$ cat src/rtl/alu_issue_stage.sv
// Operand-fetch / issue / writeback stage in front of the ALU32 datapath.
// One register-register op in flight at a time: IDLE -> READ -> EXEC -> WB -> IDLE.
module alu_issue_stage #(
  parameter int N    = 32,
  parameter int NREG = 16,
  localparam int AW  = $clog2(NREG)
) (
  input  logic          clk,
  input  logic          rst,
  input  logic          in_valid,
  output logic          in_ready,
  input  logic [3:0]    in_func,
  input  logic [AW-1:0] in_rs,
  input  logic [AW-1:0] in_rt,
  input  logic [AW-1:0] in_rd,
  output logic [3:0]    alu_func,
  output logic [N-1:0]  alu_a,
  output logic [N-1:0]  alu_b,
  input  logic [N-1:0]  alu_res,
  output logic          out_valid,
  output logic [AW-1:0] out_rd,
  output logic [N-1:0]  out_data,
  input  logic [AW-1:0] dbg_addr,
  output logic [N-1:0]  dbg_data,
  output logic [1:0]    dbg_state
);

  typedef enum logic [1:0] {
    S_IDLE = 2'd0,
    S_READ = 2'd1,
    S_EXEC = 2'd2,
    S_WB   = 2'd3
  } state_t;

  state_t state;
  state_t state_next;

  logic [3:0]    func_q;
  logic [AW-1:0] rs_q;
  logic [AW-1:0] rt_q;
  logic [AW-1:0] rd_q;
  logic [N-1:0]  res_q;
  logic [N-1:0]  rf [NREG];
  logic [N-1:0]  rd_a;
  logic [N-1:0]  rd_b;
  logic          accept;

  // Handshake: an op transfers on a rising edge where in_valid && in_ready.
  // in_ready is high only in IDLE; in_valid seen in any other state is ignored
  // and nothing is held for it. out_valid has no ready: it is a one-cycle pulse.
  always_comb begin
    state_next = state;
    in_ready   = 1'b0;
    out_valid  = 1'b0;
    case (state)
      S_IDLE: begin
        in_ready = 1'b1;
        if (in_valid) state_next = S_READ;
      end
      S_READ: state_next = S_EXEC;
      S_EXEC: state_next = S_WB;
      S_WB: begin
        out_valid  = 1'b1;
        state_next = S_IDLE;
      end
      default: state_next = S_IDLE;
    endcase
  end

  assign accept = in_valid & in_ready;

  // R0 reads as zero regardless of bank contents.
  assign rd_a     = (rs_q == '0) ? '0 : rf[rs_q];
  assign rd_b     = (rt_q == '0) ? '0 : rf[rt_q];
  assign dbg_data = (dbg_addr == '0) ? '0 : rf[dbg_addr];

  assign out_rd    = rd_q;
  assign out_data  = res_q;
  assign dbg_state = state;

  always_ff @(posedge clk) begin
    if (rst) begin
      state    <= S_IDLE;
      func_q   <= '0;
      rs_q     <= '0;
      rt_q     <= '0;
      rd_q     <= '0;
      res_q    <= '0;
      alu_func <= '0;
      alu_a    <= '0;
      alu_b    <= '0;
      for (int i = 0; i < NREG; i++) rf[i] <= '0;
    end else begin
      state <= state_next;
      if (accept) begin
        func_q <= in_func;
        rs_q   <= in_rs;
        rt_q   <= in_rt;
        rd_q   <= in_rd;
      end
      // ALU drive registers keep their last values while idle.
      if (state == S_READ) begin
        alu_a    <= rd_a;
        alu_b    <= rd_b;
        alu_func <= func_q;
      end
      if (state == S_EXEC) res_q <= alu_res;
      if (state == S_WB && rd_q != '0) rf[rd_q] <= res_q;
    end
  end

endmodule

$ cat config.mk
export PLATFORM = sky130hd
export DESIGN_NAME = alu_issue_stage
export DESIGN_NICKNAME = d
export VERILOG_FILES = /design/src/rtl/alu_issue_stage.sv
export SDC_FILE = /design/constraint.sdc
export NUM_CORES = 1
export LEC_CHECK = 0
export ABC_AREA = 1
export CELL_PAD_IN_SITES_DETAIL_PLACEMENT = 0
export CELL_PAD_IN_SITES_GLOBAL_PLACEMENT = 1
export CORE_MARGIN = 2
export CORE_UTILIZATION = 35
export CTS_BUF_LIST = sky130_fd_sc_hd__clkbuf_8
export CTS_CLUSTER_SIZE = 28
export DETAILED_ROUTE_END_ITERATION = 6
export PLACE_DENSITY = 0.65
export REMOVE_ABC_BUFFERS = 1
export SLEW_MARGIN = 30
export SYNTH_ARGS = -nofsm -noshare
export SYNTH_HDL_FRONTEND = slang
export SYNTH_SLANG_ARGS = --single-unit
$ cat constraint.sdc
create_clock -name clk -period 6.55 [get_ports clk]
set_input_delay 1.31 -clock clk [delete_from_list [all_inputs] [get_ports clk]]
set_output_delay 1.31 -clock clk [all_outputs]
set_load 0.005 [all_outputs]
==> metrics.csv <==
metric,value,unit
status,completed,
share of cells above drive strength 1,0.0611,
"Cell Area, Synth",0.0378,mm^2
Setup crit end kind,output port,
drt first pass iters,6,
Crit path largest cell delay,0.56,ns
slowest CP cell,clkdlybuf4s50_1,
Final Cycle Share,0.829,
via count,37700,
DIE AREA,0.111,mm^2
Final HPWL DP,90100,um
clock buffer depth,3,
chip height,333,um
Peak Freq,0.184,GHz
CTS tree,done,
sequential area share after synthesis,0.474,
initial core utilization,0.353,
P&R area growth vs syn,14.9,%
critical path launch point,dbg_addr[1],
DR DRC count,0,
fin crit period,5.43,ns
Final Hold Viols,0,
RSZ-0062 raised after global routing,no,
DR WL/cell,25.1,um
r2r setup slk,3.27,ns
first-pass GRT wire length,246000,um
P per Cell Area,338,mW/mm^2
Tot Pwr,14.7,mW
final setup fails,0,
Inst Count DP,6597,
final cell count without fillers,6838,
clock skew,0.0303,ns
required time of the worst setup path,5.24,ns
Max Slew Vio Count,0,
setup_tns,0,ns
Total Routing Usage GR,0.302,
Die X,333,um
Static Leak,18.2,nW
Peak VDD IR,0.256,mV
Gate Count Post-Synth,5310,
Final #Nets,5387,
Clock transition at path regs,0.05,ns
"commonest non-fill, non-tap cells in the layout","1385 x nand2_1, 992 x nand3_1, 608 x inv_1",
setup bufs post-CTS,0,
initial antenna violation count,2,
crit path DAT,4.12,ns
pin count of the biggest net entering global routing,183,
total CTS buffers,131,
Synth Warn #,0,
max_cap viols,0,
cts repair resizes,0,
H-tree lvl count,4,
"most common cell after layout, fill and taps aside",nand2_1,
"Hold-fix buffers, CTS",0,
Worst Hold Launch,alu_b[6],
Clock Sinks,638,
root buf cell,clkbuf_8,
Hold Path Depth,2,
post-route ant nets,0,
Placeable Area,0.107,mm^2
DRT iter0 DRCs,4269,
Final Cell Area,0.0434,mm^2
count of different cell masters after synthesis,23,
final hold slack,0.459,ns
Area after DPL,0.0408,mm^2
vias in the first global route,36000,
Rows,120,
CP endpoint,dbg_data[30],
RR Endpoint,alu_b[31],
gpl congestion,0.824,
DRT Wirelength,171000,um
Relative slew margins,0.259,
Vias/cell,5.51,
Port-buffer cells,194,
CP startpoint kind,primary input,
Hold Path Class,flip-flop to flip-flop,
Syn Area/Cell,7.11,um^2
IO Pins,195,
#FFs+latches synth,638,
grt total ovfl,0,
worst slew pin tran,1.11,ns
crit-path cells,"buf_6, inv_4, buf_4, a21oi_1, o21ai_1, nand3_1, nand3_1, a21oi_1, clkdlybuf4s50_1",
maximum fanout along the worst path,50,
critical path type,primary input to output port,
R2R cell count,8,
Worst-Skew Late Latency,0.82,ns
-- kinds of logic after synthesis --
| kind of cell | share of synthesized area |
|---|---|
| AOI/OAI and AO/OA | 0.0924 |
| adders and majority gates | 0.00166 |
| buffers and inverters | 0.106 |
| DFF | 0.474 |
| other | 0.0000993 |
| and+or+nand+nor | 0.326 |
-- metal layers --
| metal | vias up | global-route usage | part of all wire | wire [um] |
|---|---|---|---|---|
| li1 | 17300 | - | - | - |
| met3 | 344 | 0.0541 | 0.096 | 16500 |
| met5 | - | 0 | 0.000047 | 8 |
| met2 | 2063 | 0.475 | 0.44 | 75900 |
| met1 | 18000 | 0.420 | 0.43 | 73700 |
| met4 | 2 | 0.0987 | 0.031 | 5310 |
-- worst max-delay path, delay by kind of cell --
kind / cells / cell delay, ns
buf+inv: 4 / 1.87
compound gates: 3 / 0.53
simple gates: 2 / 0.28
-- worst min path at each step --
stage	slack [ns]	to
2_1_floorplan	0.46	alu_a[0]
3_3_place_gp	0.45	alu_a[8]
3_5_place_dp	0.45	alu_a[0]
4_1_cts	0.46	alu_b[6]
5_1_grt	0.47	alu_b[23]
6_report	0.46	alu_b[6]
-- where the power goes --
part / total, mW / internal (mW) / switching (mW) / leakage [nW]
clock network: 4.18 / 2.22 / 1.96 / 1.49
registers: 5.02 / 4.72 / 0.299 / 6.30
logic: 5.47 / 1.56 / 3.90 / 10.4
total: 14.7 / 8.51 / 6.16 / 18.2
-- sequential cells by signal (all words and copies together), names as in the netlist, named ones only --
signal,count
rs_q,4
alu_a,32
dbg_state,2
out_data,32
func_q,4
out_rd,4
rt_q,4
alu_func,4
alu_b,32
rf,512
-- metrics by stage --
stage	util	worst slack [ns]
after detailed placement	0.381	1.27
after global placement	0.381	1.23
after CTS	0.405	1.26
after global routing	0.405	1.03
after floorplan	-	-5.13
final	0.405	1.12
-- cell usage after synthesis --
| library cell | count | area [um^2] |
|---|---|---|
| nand2_1 | 1413 | 5300 |
| nor2_2 | 2 | 12.5 |
| o21ai_0 | 276 | 1380 |
| edfxtp_1 | 512 | 15400 |
| buf_6 | 7 | 78.8 |
| dfxtp_1 | 126 | 2520 |
| nor2_1 | 526 | 1970 |
| ha_1 | 5 | 62.6 |
| buf_1 | 69 | 259 |
| inv_2 | 3 | 11.3 |
| inv_1 | 567 | 2130 |
| clkbuf_1 | 274 | 1030 |
| nand3_1 | 994 | 4970 |
| conb_1 | 1 | 3.75 |
| buf_2 | 77 | 385 |
| a21oi_1 | 387 | 1940 |
| clkinv_1 | 32 | 120 |
| nor3_2 | 1 | 10.0 |
| nor4_1 | 2 | 12.5 |
| nor4_2 | 1 | 12.5 |
| o21ai_1 | 33 | 165 |
| nor3_1 | 1 | 5.00 |
| a211oi_1 | 1 | 7.51 |
-- cell type report --
type / instances / area [um^2]
multi-input combinational: 3674 / 16100
timing repair buffer: 280 / 2700
clock buffer: 158 / 2170
antenna: 1 / 2.50
inverter: 602 / 2300
sequential: 638 / 17900
tap: 1403 / 1760
fill: 11200 / 63700
clock inverter: 82 / 397
Power figures use the tool's default switching activity.
